[config.mk]
export PLATFORM = sky130hd
export DESIGN_NAME = axi_decerr_slv
export DESIGN_NICKNAME = d
export VERILOG_FILES = /design/src/rtl/axi_decerr_slv.sv
export SDC_FILE = /design/constraint.sdc
export NUM_CORES = 1
export LEC_CHECK = 0
export CAP_MARGIN = 5
export CORE_ASPECT_RATIO = 0.7
export CORE_UTILIZATION = 51
export DETAILED_ROUTE_END_ITERATION = 16
export PLACE_DENSITY_LB_ADDON = 0.3
export SYNTH_ARGS = -nofsm -noshare
export SYNTH_HDL_FRONTEND = slang
export SYNTH_HIERARCHICAL = 1
export SYNTH_SLANG_ARGS = --single-unit
[constraint.sdc]
create_clock -name clk_i -period 3.1 [get_ports clk_i]
set_input_delay 0.62 -clock clk_i [delete_from_list [all_inputs] [get_ports clk_i]]
set_output_delay 0.62 -clock clk_i [all_outputs]
set_load 0.1 [all_outputs]
[src/rtl/axi_decerr_slv.sv]
// Default AXI4 target for unmapped addresses: accepts every request, drains write data,
// and answers each write and read with DECERR, strictly in order per direction.

module axi_decerr_slv_fifo #(
    parameter int Width = 8,
    parameter int Depth = 4
) (
    input  logic             clk,
    input  logic             rst,
    input  logic             push,
    input  logic             pop,
    input  logic [Width-1:0] din,
    output logic [Width-1:0] head,
    output logic             full,
    output logic             empty
);
    localparam int PtrW = (Depth > 1) ? $clog2(Depth) : 1;
    localparam int CntW = $clog2(Depth + 1);
    localparam logic [PtrW-1:0] LastPtr = PtrW'(Depth - 1);
    localparam logic [CntW-1:0] FullCnt = CntW'(Depth);

    logic [Width-1:0] mem [Depth];
    logic [PtrW-1:0]  wr_ptr;
    logic [PtrW-1:0]  rd_ptr;
    logic [CntW-1:0]  count;
    logic             do_push;
    logic             do_pop;

    assign do_push = push && !full;
    assign do_pop  = pop && !empty;

    always_ff @(posedge clk or posedge rst) begin
        if (rst) begin
            wr_ptr <= '0;
            rd_ptr <= '0;
            count  <= '0;
            for (int i = 0; i < Depth; i++) begin
                mem[i] <= '0;
            end
        end else begin
            if (do_push) begin
                mem[wr_ptr] <= din;
                wr_ptr      <= (wr_ptr == LastPtr) ? '0 : wr_ptr + 1'b1;
            end
            if (do_pop) begin
                rd_ptr <= (rd_ptr == LastPtr) ? '0 : rd_ptr + 1'b1;
            end
            case ({do_push, do_pop})
                2'b10:   count <= count + 1'b1;
                2'b01:   count <= count - 1'b1;
                default: count <= count;
            endcase
        end
    end

    // Status comes straight from the registered count, so a same-cycle pop
    // on a full FIFO only re-opens ready on the following cycle.
    assign head  = mem[rd_ptr];
    assign full  = (count == FullCnt);
    assign empty = (count == '0);
endmodule

module axi_decerr_slv #(
    parameter int          AxiIdWidth   = 5,
    parameter int          AxiDataWidth = 64,
    parameter logic [63:0] RespData     = 64'hBADC_AB1E_BADC_AB1E,
    parameter int          MaxTrans     = 4
) (
    input  logic                    clk_i,
    input  logic                    rst_i,
    input  logic                    aw_valid_i,
    output logic                    aw_ready_o,
    input  logic [AxiIdWidth-1:0]   aw_id_i,
    input  logic                    w_valid_i,
    output logic                    w_ready_o,
    input  logic                    w_last_i,
    output logic                    b_valid_o,
    input  logic                    b_ready_i,
    output logic [AxiIdWidth-1:0]   b_id_o,
    output logic [1:0]              b_resp_o,
    input  logic                    ar_valid_i,
    output logic                    ar_ready_o,
    input  logic [AxiIdWidth-1:0]   ar_id_i,
    input  logic [7:0]              ar_len_i,
    output logic                    r_valid_o,
    input  logic                    r_ready_i,
    output logic [AxiIdWidth-1:0]   r_id_o,
    output logic [AxiDataWidth-1:0] r_data_o,
    output logic [1:0]              r_resp_o,
    output logic                    r_last_o
);
    localparam logic [1:0] DecErr = 2'b11;

    typedef enum logic [1:0] {W_IDLE, W_DRAIN, W_RESP} w_state_e;
    typedef enum logic {R_IDLE, R_SEND} r_state_e;

    // Handshakes: a transfer happens on any cycle where valid and ready are both
    // high; our ready outputs depend only on registered state, never on valid.

    logic                  aw_full, aw_empty, aw_pop;
    logic [AxiIdWidth-1:0] aw_head;
    w_state_e              w_state, w_next;

    axi_decerr_slv_fifo #(.Width(AxiIdWidth), .Depth(MaxTrans)) u_aw_fifo (
        .clk   (clk_i),
        .rst   (rst_i),
        .push  (aw_valid_i),
        .pop   (aw_pop),
        .din   (aw_id_i),
        .head  (aw_head),
        .full  (aw_full),
        .empty (aw_empty)
    );

    always_ff @(posedge clk_i or posedge rst_i) begin
        if (rst_i) w_state <= W_IDLE;
        else       w_state <= w_next;
    end

    always_comb begin
        w_next = w_state;
        aw_pop = 1'b0;
        case (w_state)
            W_IDLE:  if (!aw_empty) w_next = W_DRAIN;
            W_DRAIN: if (w_valid_i && w_last_i) w_next = W_RESP;
            W_RESP: begin
                if (b_ready_i) begin
                    aw_pop = 1'b1;
                    w_next = W_IDLE;
                end
            end
            default: w_next = W_IDLE;
        endcase
    end

    assign aw_ready_o = !aw_full;
    assign w_ready_o  = (w_state == W_DRAIN);
    assign b_valid_o  = (w_state == W_RESP);
    assign b_id_o     = aw_head;
    assign b_resp_o   = DecErr;

    logic                       ar_full, ar_empty, ar_pop;
    logic [AxiIdWidth+8-1:0]    ar_head;
    logic [7:0]                 beat_cnt;
    r_state_e                   r_state, r_next;

    axi_decerr_slv_fifo #(.Width(AxiIdWidth + 8), .Depth(MaxTrans)) u_ar_fifo (
        .clk   (clk_i),
        .rst   (rst_i),
        .push  (ar_valid_i),
        .pop   (ar_pop),
        .din   ({ar_id_i, ar_len_i}),
        .head  (ar_head),
        .full  (ar_full),
        .empty (ar_empty)
    );

    always_ff @(posedge clk_i or posedge rst_i) begin
        if (rst_i) begin
            r_state  <= R_IDLE;
            beat_cnt <= '0;
        end else begin
            r_state <= r_next;
            if (r_state == R_IDLE && !ar_empty) begin
                beat_cnt <= ar_head[7:0];
            end else if (r_state == R_SEND && r_ready_i && beat_cnt != 8'd0) begin
                beat_cnt <= beat_cnt - 8'd1;
            end
        end
    end

    always_comb begin
        r_next = r_state;
        ar_pop = 1'b0;
        case (r_state)
            R_IDLE: if (!ar_empty) r_next = R_SEND;
            R_SEND: begin
                if (r_ready_i && beat_cnt == 8'd0) begin
                    ar_pop = 1'b1;
                    r_next = R_IDLE;
                end
            end
            default: r_next = R_IDLE;
        endcase
    end

    assign ar_ready_o = !ar_full;
    assign r_valid_o  = (r_state == R_SEND);
    assign r_id_o     = ar_head[AxiIdWidth+8-1:8];
    assign r_data_o   = AxiDataWidth'(RespData);
    assign r_resp_o   = DecErr;
    assign r_last_o   = (r_state == R_SEND) && (beat_cnt == 8'd0);
endmodule

=== Yosys cells after proc, flatten, opt, wreduce, memory -nomap -nowiden ===
Cells that the tools add are included.

* Output and inout bits: 84
* Register bits: 97

* $lt $le $gt $ge: 6
* Eq/ne operators: 15
* Bitwise logic cells: 5
* Add/sub/neg operators: 9
* Mux-type cells: 31
* Reduce and logical (&&, ||, !) cells: 25

{| class="wikitable"
|+ Operator list
! kind !! count
|-
| bitwise mux 52 bit || 1
|-
| 2-to-1 mux 13 bit || 3
|-
| binary-select mux 13 bit (select 2 bit) || 1
|-
| demux 13 bit (select 2 bit) || 1
|-
| bitwise mux 20 bit || 1
|-
| 2-to-1 mux 8 bit || 2
|-
| 2-to-1 mux 5 bit || 3
|-
| == test 2 bit (second input constant) || 7
|-
| 2-to-1 mux 2 bit || 7
|-
| >= comparator 3 bit (second input constant) || 4
|-
| logical AND 1 bit || 12
|-
| NOT 2 -> 3 bit || 4
|-
| one-hot mux 3 bit (2 select lines) || 2
|-
| binary-select mux 5 bit (select 2 bit) || 1
|-
| demux 5 bit (select 2 bit) || 1
|-
| adder 2 x 1 -> 2 bit (second input constant) || 4
|-
| logical NOT 8 bit || 1
|-
| nonzero test 8 bit || 1
|-
| subtractor 8 x 1 -> 8 bit (second input constant) || 1
|-
| adder 3 x 1 -> 3 bit (second input constant) || 2
|-
| == test 2 x 1 -> 1 bit (second input constant) || 3
|-
| == test 3 bit (second input constant) || 2
|-
| logical NOT 3 bit || 2
|-
| < comparator 3 x 1 -> 1 bit (second input constant) || 2
|-
| other kinds (11) || 23
|}

=== Longest topological paths before layout ===
* Depth in word-level cells: 7
* Gate-level depth with buffers: 13
* Mapped depth without buffers: 12

=== Hierarchy ===
The synthesis kept the hierarchy.

{| class="wikitable"
|+ Modules (own cells, without submodules)
! module !! area an instance (um2) !! instances !! sequential area each (um2) !! cells each
|-
| axi_decerr_slv_fifo (u_ar_fifo) || 2696.3 || 1 || 1476.4 || 169
|-
| axi_decerr_slv_fifo (u_aw_fifo) || 1298.7 || 1 || 675.6 || 90
|-
| axi_decerr_slv || 1192.4 || 1 || 275.3 || 143
|}

=== Worst setup path after synthesis ===
No wires, ideal clock.

* Kind: reg-to-output
* Start point: register beat_cnt[0]
* End point: output r_last_o
* Setup slack: -726 ps
* Cell stages (with the launch flop): 6
* Arrival time: 3206 ps
* Path through: dfrtp_1 inv_1 ha_1 or3b_2 buf_2 nor3_1

* Word-level cells in the longest chain between the ends: 2

{| class="wikitable"
|+ RTL lines
! element !! RTL line !! source
|-
| start: declaration || 144 || <nowiki>logic [7:0] beat_cnt;</nowiki>
|-
| start signal: assignment || 165 || <nowiki>beat_cnt <= ar_head[7:0];</nowiki>
|-
| start signal: assignment || 167 || <nowiki>beat_cnt <= beat_cnt - 8'd1;</nowiki>
|-
| logical NOT 8 bit || 192 || <nowiki>assign r_last_o = (r_state == R_SEND) && (beat_cnt == 8'd0);</nowiki>
|-
| logical AND 1 bit || 192 ||
|-
| end: declaration || 90 || <nowiki>output logic r_last_o</nowiki>
|}

Every way passes these cells.

=== Worst setup path in the final report ===
* Start point: register beat_cnt[0]
* End point: register u_ar_fifo.count[2]

* Word-level cells in the longest chain between the ends: 7
* Elaborated cells between the ends (all ways): 9
* Those cells by class: 2 x eq/ne; 3 x mux; 4 x reduce/logical

{| class="wikitable"
|+ RTL lines
! element !! RTL line !! source
|-
| logical NOT 8 bit * || 178 || <nowiki>if (r_ready_i && beat_cnt == 8'd0) begin</nowiki>
|-
| logical AND 1 bit * || 178 ||
|-
| 2-to-1 mux 1 bit * || 178 ||
|-
| 2-to-1 mux 1 bit * || 175 || <nowiki>case (r_state)</nowiki>
|-
| via ar_pop || 142 || <nowiki>logic ar_full, ar_empty, ar_pop;</nowiki>
|-
| logical AND 1 bit * || 30 || <nowiki>assign do_pop = pop && !empty;</nowiki>
|-
| via u_ar_fifo.do_pop || 27 || <nowiki>logic do_pop;</nowiki>
|-
| == test 2 x 1 -> 1 bit or == test 2 bit (tied branches) || 48 || <nowiki>case ({do_push, do_pop})</nowiki>
|-
| one-hot mux 3 bit (2 select lines) or nonzero test 2 bit (tied branches) || n/a ||
|-
| end signal: assignment || 49 || <nowiki>2'b10: count <= count + 1'b1;</nowiki>
|-
| end signal: assignment || 50 || <nowiki>2'b01: count <= count - 1'b1;</nowiki>
|-
| end signal: assignment || 51 || <nowiki>default: count <= count;</nowiki>
|-
| end: declaration || 25 || <nowiki>logic [CntW-1:0] count;</nowiki>
|}

The timed path passes the listed nets; every way through them passes the cells marked *.
A chain may end at the register's enable or synchronous reset.

==> flow_metrics.env <==
export IMPL_grt_first_pass_wirelength_um=14600
export IMPL_cts_setup_buffers=0
export IMPL_fin_nets=491
export IMPL_clkSinkCount=97
export IMPL_clock_skew_ps=3.57
export IMPL_worstSetupStartpointType="flop"
export IMPL_status="finished, final reports clean"
export IMPL_ys_flop_type="dfrtp_1"
export IMPL_fillCellCount=761
export IMPL_clock_fmax_mhz=361
export IMPL_first_pass_iters=4
export IMPL_ys_seq_area_share_pct=46.8
export IMPL_p_switching_mw=2.69
export IMPL_ctsHoldBuffers=0
export IMPL_final_cell_mix="dfrtp_1, mux2_2, conb_1"
export IMPL_drive_above_1_share_pct=32.4
export IMPL_grt_remaining_overflow=0
export IMPL_vdd_ir_drop_max_uv=431
export IMPL_synth_async_reset_ratio_pct=100
export IMPL_vias_per_cell=4.99
export IMPL_critPathCaptureType="flop"
export IMPL_power_density_nw_per_um2=1110
export IMPL_place_hpwl_um=6310
export IMPL_final_area_um2=5790
export IMPL_port_buffer_count=41
export IMPL_clockBufferDepth=2
export IMPL_cts_resized=0
export IMPL_ios=110
export IMPL_design_core_area_um2=9800
export IMPL_chipHeight_um=86.4
export IMPL_clkLatencyLatePin_ps=340
export IMPL_fin_crit_ps=2770
export IMPL_ant_nets=0
export IMPL_p_sw_share_pct=41.9
export IMPL_setup_violations=0
export IMPL_slew_limit_headroom_pct=57.8
export IMPL_start_util_pct=53.0
export IMPL_cts_root_buffer="clkbuf_16"
export IMPL_tightest_slew_ps=631
export IMPL_cp_required_ps=3360
export IMPL_h_tree_depth=3
export IMPL_num_vias=2906
export IMPL_synth_area_per_cell_um2=12.9
export IMPL_leakage_nw=2.57
export IMPL_place_area_um2=5470
export IMPL_wl_per_cell_um=15.2
export IMPL_p_clk_share_pct=18.6
export IMPL_cts_made_buffers=9
export IMPL_power_internal_mw=3.73
export IMPL_comb_power_share_pct=45.9
export IMPL_drc=0
export IMPL_rsz0062_at_grt="false"
export IMPL_synth_area_um2=5190
export IMPL_dp_cells=566
export IMPL_die_x_um=123
export IMPL_netlist_instances=402
export IMPL_grt_pass1_vias=2833
export IMPL_cp_arrival_ps=3030
export IMPL_synth_edff_count=0
export IMPL_finalSetupTns_ps=0
export IMPL_finalHoldViolations=0
export IMPL_period_share_pct=89.3
export IMPL_path_clk_slew_ps=60
export IMPL_layout_commonest_cell="dfrtp_1"
export IMPL_grt_usage_pct=18.7
export IMPL_drt_wl_total_um=8820
export IMPL_area_growth_pct=11.6
export IMPL_yosysWarnings=6
export IMPL_rows=30
export IMPL_stdcell_count=582
export IMPL_hold_class="reg2reg"
export IMPL_crit_type="reg2reg"
export IMPL_worstPathMaxFanout=8
export IMPL_gp_congestion=0.787
export IMPL_ys_types=40
export IMPL_antenna_found_initial=0
export IMPL_ys_ff_latch=97
export IMPL_p_seq_share_pct=35.5
export IMPL_fp_dieArea_um2=10600
export IMPL_grt_start_max_net_pins=34
export IMPL_max_cap_violations=0
export IMPL_antenna_cells=0
export IMPL_drt_iter0_drc=135
export IMPL_final_max_slew_viol_count=0
export IMPL_cts_tree="built"
==> registers in the layout (all words and copies together), names as in the netlist, 3 cells and up <==
signal	flops
beat_cnt	8
u_ar_fifo/count	3
u_ar_fifo/mem	52
u_aw_fifo/count	3
u_aw_fifo/mem	20
==> Yosys cell counts (all sizes together), types with 3 or more instances <==
master	count	area, µm²
a21oi	4	20.0
buf	79	593
dfrtp	97	2430
ha	14	175
inv	21	78.8
mux2	80	901
mux4	18	405
nand2	14	52.6
nand2b	4	25.0
nor2	19	71.3
nor2b	3	18.8
nor3	4	20.0
nor3b	4	52.6
o211ai	4	30.0
o21ai	4	20.0
xnor2	3	26.3
xor2	8	70.1
==> through the flow <==
stage | hold WS [ps] | setup slack, ps | total power, mW | util, %
2_1_floorplan | 417 | 116 | 4.78 | -
3_3_place_gp | 428 | 323 | 5.16 | 55.8
3_5_place_dp | 444 | 238 | 5.28 | 55.8
4_1_cts | 453 | 310 | 6.48 | 59.1
5_1_grt | 485 | 155 | 6.79 | 59.1
6_report | 445 | 332 | 6.42 | 59.1
==> kinds of logic (layout without fill, tap and decap cells) <==
kind of cell               after synthesis  after routing  share of synthesized area (%)
xor gates and xnor gates                11             11                           1.86
AOI/OAI and AO/OA                       18             18                           2.46
adders and majority gates               16             16                           4.15
other                                    2             68                          0.145
and+or+nand+nor                         57             57                           6.01
muxes                                  100            100                           25.6
DFF                                     97             97                           46.8
buffers and inverters                  101             87                           13.0
==> path summary, 6_finish.rpt <==
check	depth (start not counted)	slack, ps	to	start
max in group asynchronous	3	1780	u_ar_fifo/mem[44]$_DFFE_PP0P_	rst_i
min in group asynchronous	2	660	beat_cnt[2]$_DFFE_PP0P_	rst_i
worst min-delay path	1	440	w_state[0]$_DFFE_PP0P_	w_state[1]$_DFFE_PP0P_
worst min register to register	1	440	w_state[0]$_DFFE_PP0P_	w_state[1]$_DFFE_PP0P_
worst max register to register	12	330	u_ar_fifo/count[2]$_DFFE_PP0P_	beat_cnt[0]$_DFFE_PP0P_
worst max-delay path	12	330	u_ar_fifo/count[2]$_DFFE_PP0P_	beat_cnt[0]$_DFFE_PP0P_
==> per-layer routing <==
layer	track usage, %	vias to the layer above	wire length [µm]
li1	-	1335	-
met1	26.2	1473	4210
met2	28.5	94	4120
met3	5.46	4	424
met4	5.32	0	70
met5	0	-	0
==> area by class of cell <==
type	instances	area [µm²]	area share, %
tap	128	160	2.77
clock inverter	4	76.3	1.32
timing repair buffer	50	463	7.99
inverter	21	78.8	1.36
sequential	97	2430	41.9
multi-input combinational	270	2340	40.4
clock buffer	12	246	4.26
==> power by group through the flow <==
| stage | combinational (mW) | clock (mW) | sequential, mW |
|---|---|---|---|
| final | 2.95 | 1.19 | 2.28 |
| after global routing | 3.14 | 1.27 | 2.38 |
| after CTS | 2.97 | 1.22 | 2.28 |
| after detailed placement | 2.97 | 0 | 2.31 |
| after global placement | 2.89 | 0 | 2.26 |
| after floorplan | 2.62 | 0 | 2.16 |
==> critical path, cell delays in order (launching register included) <==
cell,delay [ps]
dfrtp_1,400
inv_1,90
ha_1,130
or3b_2,540
nor3b_1,290
nand2b_1,150
inv_1,80
ha_1,170
inv_1,60
fa_1,360
xor2_1,150
nor2_1,110
xor2_1,160
No activity file was read; power rests on OpenSTA's default activity.
